`src/rtl/mult_div_sequencer_if.sv`:
```
// Request/result bus of the iterative multiply/divide sequencer.
// The master drives the request; the slave (the sequencer) returns status and HI/LO.
interface mult_div_sequencer_if #(
    parameter int WIDTH = 32
);
    logic             start;
    logic [5:0]       funct;
    logic [WIDTH-1:0] op_a;
    logic [WIDTH-1:0] op_b;
    logic             busy;
    logic             done;
    logic [WIDTH-1:0] hi;
    logic [WIDTH-1:0] lo;
    logic             div_by_zero;

    modport master (
        output start, funct, op_a, op_b,
        input  busy, done, hi, lo, div_by_zero
    );

    modport slave (
        input  start, funct, op_a, op_b,
        output busy, done, hi, lo, div_by_zero
    );
endinterface

```
`src/rtl/mult_div_sequencer.sv`:
```
// Iterative MIPS-style mult/multu/div/divu unit: shift-add multiply and restoring divide on magnitudes.
// Define MULDIV_SIGNED_EN to make funct 24/26 signed; otherwise all four ops are unsigned.
module mult_div_sequencer #(
    parameter int WIDTH = 32
) (
    input  logic                clock_i,
    input  logic                reset_i,
    mult_div_sequencer_if.slave bus
);
    localparam int CW = $clog2(WIDTH + 1);

    typedef enum logic [1:0] {S_IDLE, S_CALC, S_FIX, S_DONE} state_t;

    state_t           state_q, state_d;
    logic [CW-1:0]    cnt_q, cnt_d;
    logic             is_div_q, is_div_d;
    logic             is_signed_q, is_signed_d;
    logic [WIDTH-1:0] a_q, a_d;
    logic [WIDTH-1:0] b_q, b_d;
    logic [WIDTH-1:0] mag_b_q, mag_b_d;
    logic [WIDTH-1:0] upper_q, upper_d;
    logic [WIDTH-1:0] lower_q, lower_d;
    logic [WIDTH-1:0] hi_q, hi_d;
    logic [WIDTH-1:0] lo_q, lo_d;
    logic             dbz_q, dbz_d;

    logic               accept;
    logic               neg_a, neg_b;
    logic [WIDTH:0]     add_sum;
    logic [WIDTH:0]     rem_shift;
    logic [WIDTH-1:0]   rem_diff;
    logic               rem_ge;
    logic [2*WIDTH-1:0] prod_raw, prod_fix;
    logic [WIDTH-1:0]   quo_fix, rem_fix;

    assign accept = bus.start
                 && (bus.funct inside {6'd24, 6'd25, 6'd26, 6'd27})
                 && (state_q == S_IDLE || state_q == S_DONE);

    assign neg_a = is_signed_q & a_q[WIDTH-1];
    assign neg_b = is_signed_q & b_q[WIDTH-1];

    // Multiply keeps {upper, lower} as {partial product, remaining multiplier bits}.
    assign add_sum   = {1'b0, upper_q} + (lower_q[0] ? {1'b0, mag_b_q} : '0);
    // Divide keeps {upper, lower} as {partial remainder, dividend bits becoming quotient bits}.
    assign rem_shift = {upper_q, lower_q[WIDTH-1]};
    assign rem_ge    = rem_shift >= {1'b0, mag_b_q};
    assign rem_diff  = rem_shift[WIDTH-1:0] - mag_b_q;

    assign prod_raw = {upper_q, lower_q};
    assign prod_fix = (neg_a ^ neg_b) ? -prod_raw : prod_raw;
    assign quo_fix  = (neg_a ^ neg_b) ? -lower_q : lower_q;
    assign rem_fix  = neg_a ? -upper_q : upper_q;

    always_comb begin
        // NOTE: every _d takes its current value first, so no path through the case infers a latch.
        state_d     = state_q;
        cnt_d       = cnt_q;
        is_div_d    = is_div_q;
        is_signed_d = is_signed_q;
        a_d         = a_q;
        b_d         = b_q;
        mag_b_d     = mag_b_q;
        upper_d     = upper_q;
        lower_d     = lower_q;
        hi_d        = hi_q;
        lo_d        = lo_q;
        dbz_d       = dbz_q;

        case (state_q)
            S_IDLE, S_DONE: begin
                state_d = S_IDLE;
                if (accept) begin
                    state_d  = S_CALC;
                    cnt_d    = '0;
                    is_div_d = bus.funct[1];
`ifdef MULDIV_SIGNED_EN
                    is_signed_d = ~bus.funct[0];
`else
                    is_signed_d = 1'b0;
`endif
                    a_d   = bus.op_a;
                    b_d   = bus.op_b;
                    dbz_d = 1'b0;
                end
            end
            S_CALC: begin
                cnt_d = cnt_q + CW'(1);
                if (cnt_q == '0) begin
                    // First CALC cycle loads magnitudes; the next WIDTH cycles iterate.
                    upper_d = '0;
                    lower_d = neg_a ? -a_q : a_q;
                    mag_b_d = neg_b ? -b_q : b_q;
                end else if (is_div_q) begin
                    upper_d = rem_ge ? rem_diff : rem_shift[WIDTH-1:0];
                    lower_d = {lower_q[WIDTH-2:0], rem_ge};
                end else begin
                    upper_d = add_sum[WIDTH:1];
                    lower_d = {add_sum[0], lower_q[WIDTH-1:1]};
                end
                if (cnt_q == CW'(WIDTH)) begin
                    state_d = S_FIX;
                end
            end
            S_FIX: begin
                state_d = S_DONE;
                if (!is_div_q) begin
                    {hi_d, lo_d} = prod_fix;
                end else if (mag_b_q == '0) begin
                    hi_d  = a_q;
                    lo_d  = '1;
                    dbz_d = 1'b1;
                end else begin
                    hi_d = rem_fix;
                    lo_d = quo_fix;
                end
            end
            default: state_d = S_IDLE;
        endcase
    end

    always_ff @(posedge clock_i) begin
        if (reset_i) begin
            state_q     <= S_IDLE;
            cnt_q       <= '0;
            is_div_q    <= 1'b0;
            is_signed_q <= 1'b0;
            a_q         <= '0;
            b_q         <= '0;
            mag_b_q     <= '0;
            upper_q     <= '0;
            lower_q     <= '0;
            hi_q        <= '0;
            lo_q        <= '0;
            dbz_q       <= 1'b0;
        end else begin
            // NOTE: non-blocking so every register samples pre-edge values together.
            state_q     <= state_d;
            cnt_q       <= cnt_d;
            is_div_q    <= is_div_d;
            is_signed_q <= is_signed_d;
            a_q         <= a_d;
            b_q         <= b_d;
            mag_b_q     <= mag_b_d;
            upper_q     <= upper_d;
            lower_q     <= lower_d;
            hi_q        <= hi_d;
            lo_q        <= lo_d;
            dbz_q       <= dbz_d;
        end
    end

    assign bus.busy        = (state_q == S_CALC) || (state_q == S_FIX);
    assign bus.done        = (state_q == S_DONE);
    assign bus.hi          = hi_q;
    assign bus.lo          = lo_q;
    assign bus.div_by_zero = dbz_q;
endmodule

```
`src/flat_wrapper.sv`:
```
// flat-port wrapper written by rule: the top's interface ports become plain ports
module mult_div_sequencer_flat 
#(
    parameter int WIDTH = 32
)
  (clock_i, reset_i, bus_start, bus_funct, bus_op_a, bus_op_b, bus_busy, bus_done, bus_hi, bus_lo, bus_div_by_zero);
  mult_div_sequencer_if #(.WIDTH(WIDTH)) bus_i ();
  input  logic clock_i;
  input  logic reset_i;
  input wire logic [$bits(bus_i.start)-1:0] bus_start;
  input wire logic [$bits(bus_i.funct)-1:0] bus_funct;
  input wire logic [$bits(bus_i.op_a)-1:0] bus_op_a;
  input wire logic [$bits(bus_i.op_b)-1:0] bus_op_b;
  output wire logic [$bits(bus_i.busy)-1:0] bus_busy;
  output wire logic [$bits(bus_i.done)-1:0] bus_done;
  output wire logic [$bits(bus_i.hi)-1:0] bus_hi;
  output wire logic [$bits(bus_i.lo)-1:0] bus_lo;
  output wire logic [$bits(bus_i.div_by_zero)-1:0] bus_div_by_zero;
  assign bus_i.start = bus_start;
  assign bus_i.funct = bus_funct;
  assign bus_i.op_a = bus_op_a;
  assign bus_i.op_b = bus_op_b;
  assign bus_busy = bus_i.busy;
  assign bus_done = bus_i.done;
  assign bus_hi = bus_i.hi;
  assign bus_lo = bus_i.lo;
  assign bus_div_by_zero = bus_i.div_by_zero;
  mult_div_sequencer #(.WIDTH(WIDTH)) u_core (.clock_i(clock_i), .reset_i(reset_i), .bus(bus_i));
endmodule
```
`config.mk`:
```
export PLATFORM = sky130hd
export DESIGN_NAME = mult_div_sequencer_flat
export DESIGN_NICKNAME = d
export VERILOG_FILES = /design/src/rtl/mult_div_sequencer_if.sv /design/src/rtl/mult_div_sequencer.sv /design/src/flat_wrapper.sv
export SDC_FILE = /design/constraint.sdc
export NUM_CORES = 1
export LEC_CHECK = 0
export CELL_PAD_IN_SITES_DETAIL_PLACEMENT = 0
export CELL_PAD_IN_SITES_GLOBAL_PLACEMENT = 2
export CORE_MARGIN = 10
export CORE_UTILIZATION = 34
export DETAILED_ROUTE_END_ITERATION = 10
export PLACE_DENSITY_LB_ADDON = 0.2
export SLEW_MARGIN = 20
export SYNTH_ARGS = -nofsm -noshare
export SYNTH_HDL_FRONTEND = slang
export SYNTH_SLANG_ARGS = --single-unit
```
`constraint.sdc`:
```
create_clock -name clock_i -period 3.6 [get_ports clock_i]
set_input_delay 0.36 -clock clock_i [delete_from_list [all_inputs] [get_ports clock_i]]
set_output_delay 0.36 -clock clock_i [all_outputs]
set_load 0.01 [all_outputs]
```
==> flow_summary.ini, run 1 <==
[global_route]
antenna_found_initial = 0
grt_start_max_net_pins = 146
grt-ovfl-total = 0
grt_pass1_wl_mm = 68.5
grtUsageTotal = 0.177
grt_pass1_vias = 12000

[sta]
hold_ws_ps = 197
hold_violations = 0
min_period_ps = 3410
finClkSkew_ps = 19.5
rsz0062_at_grt = true
report.final.slew_viol_count = 0
report.final.setup_viol = 0
fin_crit_sh = 0.947
worstMarginPinSlew_ps = 846
slew-limit-headroom = 0.436
max_freq_mhz = 293

[synthesis]
ys_seq_area_frac = 0.350
postSynthAreaPerCell_um2 = 7.87
synthMuxAreaShare = 0.0936
async_flop_share = 0
synth_top_family_by_area = compound AO/OA/AOI/OAI gates
yosys-top-cells-area = dfxtp_1 35%, mux2i_1 9.2%, nand2_1 7.8%
synthAdderAreaFrac = 0.0674
ys_seq_elements = 234
syn-cell-area_mm2 = 0.0134
dominantRegCellSynth = dfxtp_1
synth_nets = 1846
yosys.area_share.xor_xnor = 0.0379
synth-compound-area-share = 0.204
yosys.area_share.simple = 0.195
netlist.top_cell.by_area = dfxtp_1
synth_edf_count = 0
yosysUniqueCellTypes = 70
ys_warn_count = 0
synth_top_area_frac = 0.350
syn-instance-count = 1702

[clock_tree]
cts_setup_buffers = 0
cts_root_buffer = clkbuf_16
htree_num_levels = 1
clk_latency_ps = 580
cts_hold_buf = 0
clk_pin_slew_ps = 60
clock-sinks = 234
cts-buffers-inserted = 29
clk_path_buf_depth = 3
cts_tree = built

[die]
die_height_um = 218
die_w_um = 218
row_count = 72
initial_core_util = 0.345
io_pins = 140
core_mm2 = 0.0388
dieArea_mm2 = 0.0477

[placed_design]
place.port_buffers = 138
gp_congestion = 0.896
dp_hpwl_mm = 31.3
dpl.cell_count = 2314

[detailed_routing]
drt_iter0_markers = 797
ant_nets = 0
vias = 12000
wirelength_mm = 43.2
first_pass_iters = 5
drc = 0
viasPerCell = 5.07
wl_per_cell_um = 18.3

[pwr]
vdd_drop_max_mv = 0.394
powerDensity_mw_per_mm2 = 376
p_leak_nw = 6.22
total_power_w = 0.00625

[cells_and_area]
area_delta_synth_final_pct = 24.1
finalCoreUtilization = 0.428
nFillCells = 4046
drive_gt1_frac = 0.0844
n_antenna_cell = 0
finalNetCount = 1971
final_cell_mix = 277 x nand2_1, 231 x dfxtp_1, 187 x nor2_1
final_cells = 2367
final_common_cell = nand2_1

[outcome]
status = finished clean

[run]
cap_violations = 0

[setup_path]
cp_max_fo = 11
cp_data_arrival_time_ps = 3870
crit_path_end_kind = register
start_kind = register
crit_type = reg -> reg
startpoint = u_core.lower_q[0]
r2r-start = u_core.lower_q[0]
cp_data_required_time_ps = 4060

[worst_hold_path]
hold_start = reset_i
hold_path.class = in -> reg
==> worst paths after layout <==
kind                                      endpoint  slack, ps  cells after the start
worst max-delay path            u_core.upper_q[26]        190                     14
worst min register to register  u_core.mag_b_q[25]        450                      2
worst max register to register  u_core.upper_q[26]        190                     14
worst min-delay path             u_core.lower_q[8]        200                      2
==> worst max-delay path: stages (launching register included) <==
cell	delay (ps)
dfxtp_2	350
buf_4	180
and2_1	150
ha_1	210
a211oi_1	250
o21ai_1	170
o2bb2ai_1	200
a311o_1	410
a31oi_2	300
o21ai_1	170
a221oi_1	280
buf_4	170
xor2_1	170
mux2i_1	90
a22o_1	200
==> sequential cells by signal, summed over array words and instances, names as in the netlist, 6 cells and up <==
name,cells
u_core.bus.lo,32
u_core.mag_b_q,32
u_core.a_q,32
u_core.upper_q,32
u_core.lower_q,32
u_core.bus.hi,32
u_core.b_q,32
u_core.cnt_q,6
==> report_power, final <==
part / internal (W) / switching [W] / total (W)
Combinational: 0.000261 / 0.000260 / 0.000521
Sequential: 0.00266 / 0.0000455 / 0.00271
Clock: 0.00181 / 0.00121 / 0.00302
==> cell usage after synthesis, types with 9 or more instances <==
library cell / number
nand3_1: 22
ha_1: 69
xor2_1: 22
nand2_1: 277
dfxtp_1: 234
and2_1: 35
clkbuf_1: 92
inv_1: 53
mux2i_1: 123
a22o_1: 12
nand2b_1: 10
a21oi_1: 172
nor2b_1: 9
nand4_1: 14
a21o_1: 31
xnor2_1: 36
buf_1: 10
a211oi_1: 70
nor4_1: 9
o21bai_1: 11
nor2_1: 190
o21ai_0: 79
nor3_1: 14
==> per-layer routing <==
metal / share of wire / vias up / track usage
li1: - / 6188 / -
met1: 0.51 / 5563 / 0.251
met2: 0.44 / 201 / 0.279
met3: 0.036 / 41 / 0.0247
met4: 0.017 / 0 / 0.0336
met5: 0 / - / 0
==> what timing repair did <==
action / CTS / global route
endpoints found under the hold margin: 0 / 0
setup endpoints to repair: 0 / 13
gates resized for setup: 0 / 10
==> final cells by class <==
| class | instances | area, um^2 | area share |
|---|---|---|---|
| Timing Repair Buffer | 210 | 1990 | 0.119 |
| Tap cell | 518 | 648 | 0.0390 |
| Sequential cell | 234 | 4690 | 0.282 |
| Clock buffer | 40 | 857 | 0.0516 |
| Multi-Input combinational cell | 1298 | 8100 | 0.487 |
| Clock inverter | 13 | 140 | 0.00843 |
| Inverter | 54 | 203 | 0.0122 |
==> kinds of logic after synthesis <==
logic type      count (synthesis)
simple gates                  606
mux                           125
buf+inv                       170
flops                         234
xor+xnor                       58
fa+ha+maj                      71
compound gates                438
==> metrics by stage <==
stage                     TNS (ps)  area (um^2)  setup WS [ps]
final                            0        16600            191
after global routing         -24.4        16600          -11.5
after CTS                        0        16600           52.8
after detailed placement         0        15600           92.4
after global placement           0        15600            105
after floorplan                  0        13400            296
Power figures use the tool's default switching activity.
==> run 2, diff against run 1 <==
--- a/config.mk
+++ b/config.mk
@@ -8,7 +8,7 @@
 export CELL_PAD_IN_SITES_DETAIL_PLACEMENT = 0
 export CELL_PAD_IN_SITES_GLOBAL_PLACEMENT = 2
 export CORE_MARGIN = 10
-export CORE_UTILIZATION = 34
+export CORE_UTILIZATION = 31
 export DETAILED_ROUTE_END_ITERATION = 10
 export PLACE_DENSITY_LB_ADDON = 0.2
 export SLEW_MARGIN = 20
==> constraint.sdc (replaced) <==
create_clock -name clock_i -period 3.1 [get_ports clock_i]
set_input_delay 0.31 -clock clock_i [delete_from_list [all_inputs] [get_ports clock_i]]
set_output_delay 0.31 -clock clock_i [all_outputs]
set_load 0.01 [all_outputs]
==> run 2 against run 1 <==
Compared with the run above:
- the flow now finishes with violations (negative setup slack)
- first-iteration DRC count down 16%
- largest cell class unchanged
- cell count rose by 7.5%
- design area rose by 8.8%
- sequential share of layout area down 2.2 points
==> flow_summary.ini, run 2 (same netlist as run 1, synthesis figures left out) <==
[sta]
hold_violations = 0
layout_setup_ws_ps = -57.4
fin_crit_sh = 1.02
max_freq_mhz = 317
report.final.setup_viol = 3
rsz0062_at_grt = true
report.final.slew_viol_count = 0
hold_ws_ps = 226
worstMarginPinSlew_ps = 815
min_period_ps = 3160
finClkSkew_ps = 22.7
slew-limit-headroom = 0.457

[worst_hold_path]
hold_path.class = in -> reg
whs_path_depth = 2

[die]
die_w_um = 228
initial_core_util = 0.312
core_mm2 = 0.0429
io_pins = 140
die_height_um = 228
row_count = 76
dieArea_mm2 = 0.0519

[global_route]
grt-ovfl-total = 0
grt_start_max_net_pins = 81
grtUsageTotal = 0.172
grt_pass1_vias = 12500
antenna_found_initial = 0
grt_pass1_wl_mm = 73.0

[detailed_routing]
vias = 12500
wirelength_mm = 46.4
drc = 0
viasPerCell = 4.92
ant_nets = 0
drt_iter0_markers = 671
wl_per_cell_um = 18.2
first_pass_iters = 5

[clock_tree]
clk_pin_slew_ps = 60
clk_path_buf_depth = 3
cts_tree = built
cts_root_buffer = clkbuf_16
cts_hold_buf = 0
htree_num_levels = 1
clock-sinks = 234
cts-buffers-inserted = 28
clk_latency_ps = 570

[cells_and_area]
nFillCells = 4413
drive_gt1_frac = 0.167
n_antenna_cell = 0
finalNetCount = 2083
final_cell_mix = 276 x nand2_1, 222 x dfxtp_1, 187 x nor2_1
area_delta_synth_final_pct = 34.9
final_common_cell = nand2_1

[outcome]
violations = negative setup slack
status = finished, violations left

[pwr]
power.share.clock = 0.491
vdd_drop_max_mv = 0.370
p_seq_frac = 0.426
p_switching_w = 0.00172
p_comb_frac = 0.083
p_int_w = 0.00566
p_leak_nw = 6.88
powerDensity_mw_per_mm2 = 408
switching_share = 0.233

[setup_path]
cpPeakStageDelay_ps = 410
crit_path_cell_trace = and2_4 -> ha_4 -> inv_2 -> fa_2 -> nand2b_4 -> a21oi_4 -> o311a_4 -> or3b_4 -> a221oi_4 -> or3_4 -> o21ai_2 -> xnor2_1 -> mux2i_1 -> a32o_1
start_kind = register
cp_max_fo = 8
slowest_stage = dfxtp_4
r2r_setup_slack_ps = -60
cp_data_required_time_ps = 3560
crit_type = reg -> reg
crit_path_end_kind = register
ff2ff_path_depth = 14
cp_data_arrival_time_ps = 3610

[placed_design]
place.port_buffers = 138
dp_hpwl_mm = 34.0
gp_congestion = 0.926
dp_slack_ps = -343

[run]
cap_violations = 0
## run 2: cell types whose count changed in the layout (fill, tap and decap cells not counted), moves of 5 or more
cell | before | now
and2_4 | 0 | 5
buf_4 | 67 | 171
clkinv_2 | 7 | 1
dfxtp_1 | 231 | 222
dfxtp_2 | 3 | 11
ha_1 | 67 | 54
ha_4 | 1 | 11
o21ai_0 | 78 | 68
## run 2: cell type report
cell class	count	area [um^2]	area share
clock inverter	7	140	0.00775
sequential	234	4700	0.260
tap	585	732	0.0405
multi-input combinational	1298	8510	0.471
inverter	54	208	0.0115
clock buffer	43	878	0.0486
timing repair buffer	323	2910	0.161
## run 2: power groups by stage
stage | Combinational [W] | Clock (W) | Sequential (W)
floorplan | 0.000259 | 0 | 0.00323
global placement | 0.000615 | 0 | 0.00321
detailed placement | 0.000618 | 0 | 0.00321
CTS | 0.000625 | 0.00373 | 0.00314
global route | 0.000674 | 0.00384 | 0.00315
finish | 0.000615 | 0.00362 | 0.00314
## run 2: path summary, 6_finish.rpt
check                     from                  to
max          u_core.lower_q[0]  u_core.upper_q[27]
min                    reset_i  u_core.lower_q[16]
max reg2reg  u_core.lower_q[0]  u_core.upper_q[27]
min reg2reg      u_core.b_q[8]   u_core.mag_b_q[8]
## run 2: routing by layer
layer  wire length [um]  track usage
met1              23700        0.246
met2              20200        0.269
met3               1960       0.0236
met4                625       0.0344
met5                  0            0
## run 2: worst max-delay path: cells and delay by family (launching register included)
family	cells	cell delay, ps
mux	1	90
buf+inv	1	50
fa+ha+maj	2	350
simple gates	4	900
flops	1	410
xor+xnor	1	180
compound gates	5	1060
## run 2: what timing repair did
action	4_1_cts	5_1_grt
pin swaps	32	44
buffers inserted	8	4
setup endpoints to repair	32	33
cloned	0	1
gates resized for setup	42	66
## run 2: stage by stage
step,instances,util,instance area [um^2],setup TNS [ps],power [W]
final,2544,0.421,18100,-122,0.00738
after global routing,2544,0.421,18100,-1700,0.00767
after CTS,2539,0.413,17700,-98.6,0.00750
after detailed placement,2481,0.383,16400,-5170,0.00383
after global placement,2481,0.383,16400,-4200,0.00383
after floorplan,1702,-,13400,0,0.00349
